$ cat config.mk
export PLATFORM = sky130hd
export DESIGN_NAME = rvfi_check_sequencer
export DESIGN_NICKNAME = d
export VERILOG_FILES = /design/src/rtl/rvfi_seq_pkg.sv /design/src/rtl/rvfi_order_monitor.sv /design/src/rtl/rvfi_check_sequencer.sv
export SDC_FILE = /design/constraint.sdc
export NUM_CORES = 1
export LEC_CHECK = 0
export CAP_MARGIN = 20
export CORE_MARGIN = 2
export CORE_UTILIZATION = 45
export CTS_CLUSTER_SIZE = 16
export DETAILED_ROUTE_END_ITERATION = 7
export PLACE_DENSITY = 0.84
export SYNTH_ARGS = -nofsm -noshare
export SYNTH_HDL_FRONTEND = slang
export SYNTH_SLANG_ARGS = --single-unit
$ cat constraint.sdc
create_clock -name clock -period 3.8 [get_ports clock]
set_input_delay 0.76 -clock clock [delete_from_list [all_inputs] [get_ports clock]]
set_output_delay 0.76 -clock clock [all_outputs]
set_load 0.01 [all_outputs]
$ cat src/rtl/rvfi_seq_pkg.sv
// Shared definitions for the RVFI check sequencer.
//   seq_state_e          : sequencer FSM states
//   DEFAULT_TIMEOUT      : default retirement stall limit (cycles)
//   DEFAULT_RESET_CYCLES : default core/checker reset hold window (cycles)
//   *_MASK / *_MATCH     : opcode patterns for common RV32I instructions
//   insn_matches()       : (insn & mask) == match
package rvfi_seq_pkg;

  typedef enum logic [1:0] {
    SEQ_HOLD  = 2'd0,
    SEQ_RUN   = 2'd1,
    SEQ_DONE  = 2'd2,
    SEQ_STALL = 2'd3
  } seq_state_e;

  localparam int unsigned DEFAULT_TIMEOUT      = 64;
  localparam int unsigned DEFAULT_RESET_CYCLES = 4;

  // R-type: funct7, funct3 and opcode are significant
  localparam logic [31:0] ADD_MASK  = 32'hFE00_707F;
  localparam logic [31:0] ADD_MATCH = 32'h0000_0033;
  // I/S/B-type: funct3 and opcode are significant
  localparam logic [31:0] LW_MASK   = 32'h0000_707F;
  localparam logic [31:0] LW_MATCH  = 32'h0000_2003;
  localparam logic [31:0] SW_MASK   = 32'h0000_707F;
  localparam logic [31:0] SW_MATCH  = 32'h0000_2023;
  localparam logic [31:0] BEQ_MASK  = 32'h0000_707F;
  localparam logic [31:0] BEQ_MATCH = 32'h0000_0063;
  // J-type: opcode only
  localparam logic [31:0] JAL_MASK  = 32'h0000_007F;
  localparam logic [31:0] JAL_MATCH = 32'h0000_006F;

  function automatic logic insn_matches(input logic [31:0] insn,
                                        input logic [31:0] mask,
                                        input logic [31:0] match);
    return (insn & mask) == match;
  endfunction

endpackage

$ cat src/rtl/rvfi_order_monitor.sv
// Tracks rvfi_order continuity across retirements.
//   clock, reset     : clock, synchronous active-low reset
//   enable           : tracking active (sequencer in RUN or DONE)
//   rvfi_valid       : retirement strobe
//   rvfi_order       : retirement index
//   order_err        : sticky, set when an order is not previous+1
module rvfi_order_monitor (
  input  logic        clock,
  input  logic        reset,
  input  logic        enable,
  input  logic        rvfi_valid,
  input  logic [63:0] rvfi_order,
  output logic        order_err
);

  logic [63:0] last_order;
  logic        last_valid;

  always_ff @(posedge clock) begin
    if (!reset) begin
      last_order <= '0;
      last_valid <= 1'b0;
      order_err  <= 1'b0;
    end else if (enable && rvfi_valid) begin
      // First retirement only seeds the reference value
      if (last_valid && (rvfi_order != last_order + 64'd1)) begin
        order_err <= 1'b1;
      end
      last_order <= rvfi_order;
      last_valid <= 1'b1;
    end
  end

endmodule

$ cat src/rtl/rvfi_check_sequencer.sv
// Sequences the single-instruction RVFI check of the formal harness.
// Holds core/checker in reset for RESET_CYCLES, then counts retirements
// matching cfg_mask/cfg_match and strobes check on the (cfg_skip+1)th one.
//   clock, reset          : clock, synchronous active-low reset
//   rvfi_valid/insn/order : retirement stream
//   cfg_match, cfg_mask   : opcode pattern (mask 0 matches everything)
//   cfg_skip              : matching retirements to pass before the check
//   chk_reset             : active-high reset to core and checker
//   check                 : combinational one-cycle check strobe
//   done                  : check has been issued
//   order_err, timeout    : sticky trace-health flags
//   match_cnt             : matching retirements seen so far (saturating)
module rvfi_check_sequencer
  import rvfi_seq_pkg::*;
#(
  parameter int unsigned XLEN         = 32,
  parameter int unsigned RESET_CYCLES = DEFAULT_RESET_CYCLES,
  parameter int unsigned SKIP_W       = 8,
  parameter int unsigned TIMEOUT      = DEFAULT_TIMEOUT
) (
  input  logic              clock,
  input  logic              reset,
  input  logic              rvfi_valid,
  input  logic [31:0]       rvfi_insn,
  input  logic [63:0]       rvfi_order,
  input  logic [31:0]       cfg_match,
  input  logic [31:0]       cfg_mask,
  input  logic [SKIP_W-1:0] cfg_skip,
  output logic              chk_reset,
  output logic              check,
  output logic              done,
  output logic              order_err,
  output logic              timeout,
  output logic [SKIP_W-1:0] match_cnt
);

  localparam int unsigned HOLD_W  = $clog2(RESET_CYCLES + 1);
  localparam int unsigned STALL_W = $clog2(TIMEOUT + 1);
  localparam logic [HOLD_W-1:0]  HOLD_LAST  = HOLD_W'(RESET_CYCLES - 1);
  localparam logic [STALL_W-1:0] STALL_LAST = STALL_W'(TIMEOUT - 1);

  if (XLEN < 32 || RESET_CYCLES < 1 || TIMEOUT < 1) begin : g_bad_param
    $error("rvfi_check_sequencer: XLEN>=32, RESET_CYCLES>=1, TIMEOUT>=1 required");
  end

  seq_state_e         state_q, state_d;
  logic [HOLD_W-1:0]  hold_q, hold_d;
  logic [STALL_W-1:0] stall_q, stall_d;
  logic [SKIP_W-1:0]  match_q, match_d;
  logic               timeout_q, timeout_d;
  logic               insn_hit;

  assign insn_hit = insn_matches(rvfi_insn, cfg_mask, cfg_match);

  always_ff @(posedge clock) begin
    if (!reset) begin
      state_q   <= SEQ_HOLD;
      hold_q    <= '0;
      stall_q   <= '0;
      match_q   <= '0;
      timeout_q <= 1'b0;
    end else begin
      state_q   <= state_d;
      hold_q    <= hold_d;
      stall_q   <= stall_d;
      match_q   <= match_d;
      timeout_q <= timeout_d;
    end
  end

  always_comb begin
    state_d   = state_q;
    hold_d    = hold_q;
    stall_d   = stall_q;
    match_d   = match_q;
    timeout_d = timeout_q;
    check     = 1'b0;
    case (state_q)
      SEQ_HOLD: begin
        hold_d = hold_q + HOLD_W'(1);
        if (hold_q == HOLD_LAST) begin
          state_d = SEQ_RUN;
        end
      end
      SEQ_RUN: begin
        if (rvfi_valid) begin
          // A retirement always wins over the stall limit in the same cycle
          stall_d = '0;
          if (insn_hit) begin
            if (match_q == cfg_skip) begin
              check   = 1'b1;
              state_d = SEQ_DONE;
            end else if (match_q != '1) begin
              match_d = match_q + SKIP_W'(1);
            end
          end
        end else begin
          stall_d = stall_q + STALL_W'(1);
          if (stall_q == STALL_LAST) begin
            timeout_d = 1'b1;
            state_d   = SEQ_STALL;
          end
        end
      end
      default: ;
    endcase
  end

  assign chk_reset = (state_q == SEQ_HOLD);
  assign done      = (state_q == SEQ_DONE);
  assign timeout   = timeout_q;
  assign match_cnt = match_q;

  rvfi_order_monitor u_order_monitor (
    .clock      (clock),
    .reset      (reset),
    .enable     ((state_q == SEQ_RUN) || (state_q == SEQ_DONE)),
    .rvfi_valid (rvfi_valid),
    .rvfi_order (rvfi_order),
    .order_err  (order_err)
  );

endmodule

==> Yosys cells after proc, flatten, opt, wreduce, memory -nomap -nowiden <==
Index checks and enable logic that the tools add are counted.
{ "totals": {"ff_bits": 87, "inputBits": 171, "out_inout_bits": 13} }
{ "op_classes": {"addsub": 4, "n_eq_ne": 12, "n_mux": 11, "n_bitwise": 3, "reduce_logical": 9} }
{ "ops": {"columns": ["cell", "count"], "rows": [
  ["adder 64 x 1 -> 64 bit, second input constant", 1],
  ["!= test 64 bit", 1],
  ["bitwise AND 32 bit", 1],
  ["equality test 32 bit", 1],
  ["two-way mux 2 bit", 5],
  ["AND reduction 5 bit", 2],
  ["!= test 3 bit, second input constant", 3],
  ["adder 8 x 1 -> 8 bit, second input constant", 1],
  ["equality test 8 bit", 1],
  ["!= test 8 bit, second input constant", 1],
  ["adder 7 x 1 -> 7 bit, second input constant", 1],
  ["equality test 7 x 6 -> 1 bit, second input constant", 1],
  ["two-way mux 7 bit", 1],
  ["two-way mux 1 bit", 4],
  ["one-hot mux 2 bit (2 select lines)", 1],
  ["adder 3 x 1 -> 3 bit, second input constant", 1],
  ["equality test 3 x 2 -> 1 bit, second input constant", 1],
  ["AND reduction 3 bit", 1],
  ["equality test 2 x 1 -> 1 bit, second input constant", 1],
  ["equality test 2 bit, second input constant", 1],
  ["logical AND 1 bit", 2],
  ["logical NOT 2 bit", 1],
  ["!= test 2 x 1 -> 1 bit, second input constant", 1],
  ["NOT 1 bit", 2],
  ["other kinds (3)", 3]
]} }

==> Longest topological paths before layout <==
{ "logic_depth": {"ltp_word": 5, "mapped_depth": 11, "depth_no_buf": 10} }

==> Cells and area by module <==
From an unflattened synthesis, not the netlist that was laid out.
{ "hier_totals": {"cells_unflattened": 886, "area_unflattened_um2": 6678.9} }
{ "by_module_without_submodules": {"columns": ["module", "n_inst", "cells_per_inst", "area_each_um2", "seq_area_each_um2"], "rows": [
  ["rvfi_order_monitor", 1, 668, 4923.5, 1321.3],
  ["rvfi_check_sequencer", 1, 218, 1755.4, 420.4]
]} }

==> Worst setup path before layout <==
No wires, ideal clock.
{ "synth_timing": {"kind": "input to register", "startpoint": "input port rvfi_insn[5]", "endpoint": "register match_q[3] (netlist: match_cnt[3])", "setup_time_ns": 0.070, "arrival_ns": 2.664, "t_required_ns": 3.730, "setup_slack_ns": 1.065, "stages": 9, "path_buffers": 1, "path_cell_list": "a21o_1 a211oi_1 nand4_1 nor4_1 nand3_1 or3_1 clkbuf_1 or3_1 a21oi_1"} }
{ "synth_between": {"elab_chain_len": 3} }
{ "synth_rtl": {"columns": ["item", "line", "rtl"], "rows": [
  ["from (decl)", "rvfi_check_sequencer.sv:24", "input logic [31:0] rvfi_insn,"],
  ["bitwise AND 32 bit", "rvfi_seq_pkg.sv:36", "return (insn & mask) == match;"],
  ["equality test 32 bit", "rvfi_seq_pkg.sv:36", null],
  ["AND reduction 5 bit (no line)", null, null],
  ["to (signal assigned)", "rvfi_check_sequencer.sv:66", "match_q <= match_d;"],
  ["to (decl)", "rvfi_check_sequencer.sv:49", "logic [SKIP_W-1:0] match_q, match_d;"]
]} }
Every way passes these cells.
A chain may end at the register's enable or synchronous reset.

==> Worst setup path in the final report <==
{ "layout_timing": {"startpoint": "input port rvfi_order[5]", "endpoint": "register u_order_monitor.order_err"} }
{ "layout_between": {"elab_chain_len": 3} }
{ "layout_rtl": {"columns": ["item", "line", "rtl"], "rows": [
  ["from (decl)", "rvfi_check_sequencer.sv:25", "input logic [63:0] rvfi_order,"],
  ["!= test 64 bit", "rvfi_order_monitor.sv:26", "if (last_valid && (rvfi_order != last_order + 64'd1)) begin"],
  ["logical AND 1 bit", "rvfi_order_monitor.sv:26", null],
  ["AND reduction 2 bit (no line)", null, null],
  ["to (signal assigned)", "rvfi_order_monitor.sv:23", "order_err <= 1'b0;"],
  ["to (signal assigned)", "rvfi_order_monitor.sv:27", "order_err <= 1'b1;"],
  ["to (decl)", "rvfi_order_monitor.sv:13", "output logic order_err"]
]} }
Every way passes these cells.

==> out/results.tsv <==
metric	value	unit
outcome	complete, no violations	
critical_path_required	4.04	ns
power.share.clock	28.3	%
critical_path_arrival	3.58	ns
multi_input_area	4440	µm²
finish.utilization	62.5	%
synth-main-ff-cell	dfxtp_1	
floorplan.io_pins	184	
drtIter0Drc	560	
switching_power	0.999	mW
p_int	1.93	mW
timing.final.crit_period	3.34	ns
timing.rr.end	u_order_monitor.order_err	
final_net_count	1215	
overflow	0	
ys.warnings.count	0	
yosys.cell_types.count	61	
asyncSetResetFlopFracSynth	0	%
detail_route.vias_per_cell	5.68	
dieWidth	123	µm
cts.htree.levels	3	
min_delay_worst_endpoint	u_order_monitor.last_order[63]	
dp.final_hpwl	14.7	mm
min_path_cells	2	
clock.fmax	0.299	GHz
tritoncts_clock_tree	yes	
first_global_vias	6692	
power.share.combinational	31.5	%
grt_start_max_net_pins	65	
number_of_antenna_violations_at_the_first_check_in_global_routing	0	
worst_slew_margin_rel	55.2	%
r2r_setup_slack	0.50	ns
mappedNetlistArea	6370	µm²
insertedDiodeCount	0	
final-max-slew-violation-count	0	
floorplan.core_area	13800	µm²
cts_root_buffer	clkbuf_16	
die_height	123	µm
via_count	6932	
grt_setup_unrepaired	false	
vdd_drop_max	0.260	mV
design_area	8640	µm²
drv_cap	0	
power_leakage	2.96	nW
launch_point_of_the_worst_hold_path	u_order_monitor.last_order[63]	
yosys_register_bits	87	
criticalPathCategory	in2reg	
final.period_utilization	87.9	%
critPathLaunchType	input port	
netlist_instances	871	
ctsLongestPathBuffers	2	
dr.pass1.iters	5	
initial_core_util	46.1	%
buffer_ports.inserted	183	
drc	0	
regToRegStartpoint	u_order_monitor.last_order[1]	
placement.cell_area	8350	µm²
grt_util_all_layers	25.7	%
power.density	339	nW/µm²
critPathCaptureType	register	
area.sequential	1740	µm²
layout.filler_cells	1195	
timing_hold_violations_final	0	
fin_tns_setup	0	ns
wl	18.9	mm
clock_latency	0.35	ns
timing_worst_slew_pin_value	0.672	ns
total_power	2.93	mW
synth_edf_count	0	
cts_hold_buf	0	
synthesis.area_per_instance	7.31	µm²
cts_buffers	9	
antenna_left	0	
mean_routed_wirelength_per_cell	15.5	µm
worst-path-max-fanout	5	
core.rowCount	43	
synth_nets	1050	
finalSetupViolCount	0	
power.share.sequential	40.2	%
synth_sequential_area_ratio	27.4	%
wire_length_of_the_first_global_routing_pass	31.2	mm
die_area	15100	µm²
worstHoldPathType	reg2reg	
cts.sink_count	87	
syn2layout_area_growth	35.7	%
finalWeightedCongestion	0.991	
drive_gt1_share	4.42	%
clk_transition_reported_paths	0.06	ns
reg2reg_depth	10	
netSwitchingFraction	34.1	%
skew	0.00789	ns
## layout make-up
class                   count  share of cell area (%)
flip-flops and latches     87                    20.2
well taps                 180                    2.61
repair buffers            193                    22.2
inverters                  11                   0.478
clock inverters             6                   0.521
multi-input cells         734                    51.4
clock buffers               9                    2.61
## registers in the layout, indices dropped and copies added, names as in the netlist
name                        count
state_q                         2
match_cnt                       8
u_order_monitor.last_valid      1
u_order_monitor.order_err       1
hold_q                          3
stall_q                         7
u_order_monitor.last_order     64
timeout                         1
## layer usage
layer	wire length, µm	global-route usage [%]	share of wire, %
met4	330	8.55	1.7
met5	0	0	0
met3	1500	5.63	8.0
met2	9210	45.2	49
met1	7840	30.8	42
## worst max-delay path, cell delays in order
cell and delay [ns]:
clkdlybuf4s50_1 0.51, or2_2 0.34, a222oi_1 0.33, o311ai_0 0.20, nor4_1 0.29, nand4_1 0.22
a2111oi_0 0.54, and4_1 0.33, a21oi_2 0.06
## cell usage in the layout (no fill, tap or decap), types with 9 or more instances in the layout
| cell | Yosys | final |
|---|---|---|
| and3_1 | 25 | 25 |
| a211oi_1 | 12 | 12 |
| o21ai_0 | 17 | 17 |
| clkdlybuf4s50_1 | 0 | 182 |
| xor2_1 | 36 | 36 |
| nand4_1 | 30 | 30 |
| a21oi_1 | 93 | 93 |
| nor2_1 | 46 | 46 |
| clkbuf_16 | 0 | 9 |
| inv_1 | 10 | 10 |
| mux2i_1 | 9 | 9 |
| nand3_1 | 46 | 46 |
| or3_1 | 9 | 9 |
| dfxtp_1 | 87 | 87 |
| nand2_1 | 179 | 178 |
| and4_1 | 11 | 11 |
| buf_4 | 0 | 9 |
| nor4_1 | 17 | 16 |
| nor3_1 | 24 | 24 |
| xnor2_1 | 73 | 73 |
## synthesized netlist by cell type, types with 4 or more instances
library cell	count	area share, %
xor2_1	36	5.0
o22a_1	8	1.1
nor3_1	24	1.9
nor2b_1	5	0.49
inv_1	10	0.59
nand3_1	46	3.6
or2_2	4	0.39
buf_2	7	0.55
dfxtp_1	87	27
mux2i_1	9	1.4
nor2_1	46	2.7
nand2_1	179	11
a21boi_0	8	0.94
and3b_1	8	1.1
and4_1	11	1.5
o21ai_0	17	1.3
clkbuf_1	26	1.5
or3_1	9	0.88
a21o_1	8	0.94
a211oi_1	12	1.4
and3_1	25	2.5
a21oi_1	93	7.3
nor4_1	17	1.7
nand4_1	30	2.9
xnor2_1	73	10
nor3b_1	5	0.59
ha_1	8	1.6
## what timing repair did
item                       CTS  global route
buffers inserted             0             0
gates cloned                 0             0
pin swaps                    1             1
setup endpoints to repair    1             1
gates resized for setup      1             2
## kinds of logic (layout without fill, tap and decap cells)
kind of cell	Yosys count	count (layout)	share of synthesized area, %
buffers and inverters	50	219	3.24
multiplexers	11	11	1.77
flip-flops	87	87	27.4
XOR/XNOR	109	109	15.0
AND/OR/NAND/NOR	435	435	35.0
AO/OA/AOI/OAI	171	171	16.1
adder cells (fa/ha/maj)	8	8	1.57
## worst max-delay path by stage
stage                             start                         to  slack (ns)  cells after the start
after floorplan            rvfi_insn[5]               match_cnt[3]        1.07                      9
after global placement    cfg_match[31]                      check       -0.02                      8
after detailed placement  cfg_match[12]                      check       -0.08                      9
after CTS                 rvfi_insn[20]                      check        0.03                      8
after global routing      rvfi_insn[20]                      check        0.24                      8
final                     rvfi_order[5]  u_order_monitor.order_err        0.46                      9
## power by group through the flow
stage	registers [mW]	clock network, mW	logic (mW)
final	1.18	0.829	0.922
after detailed placement	1.19	0	0.917
after global placement	1.19	0	0.901
after CTS	1.17	0.841	0.924
after floorplan	1.14	0	0.588
after global routing	1.20	0.872	1.02
## stage by stage
step	setup WS [ns]	hold slack (ns)	cells
6_report	0.458	0.472	1220
2_1_floorplan	1.07	0.432	871
3_3_place_gp	-0.0225	0.447	1205
3_5_place_dp	-0.0807	0.460	1205
5_1_grt	0.241	0.514	1220
4_1_cts	0.0268	0.469	1220
Power figures use the tool's default switching activity.
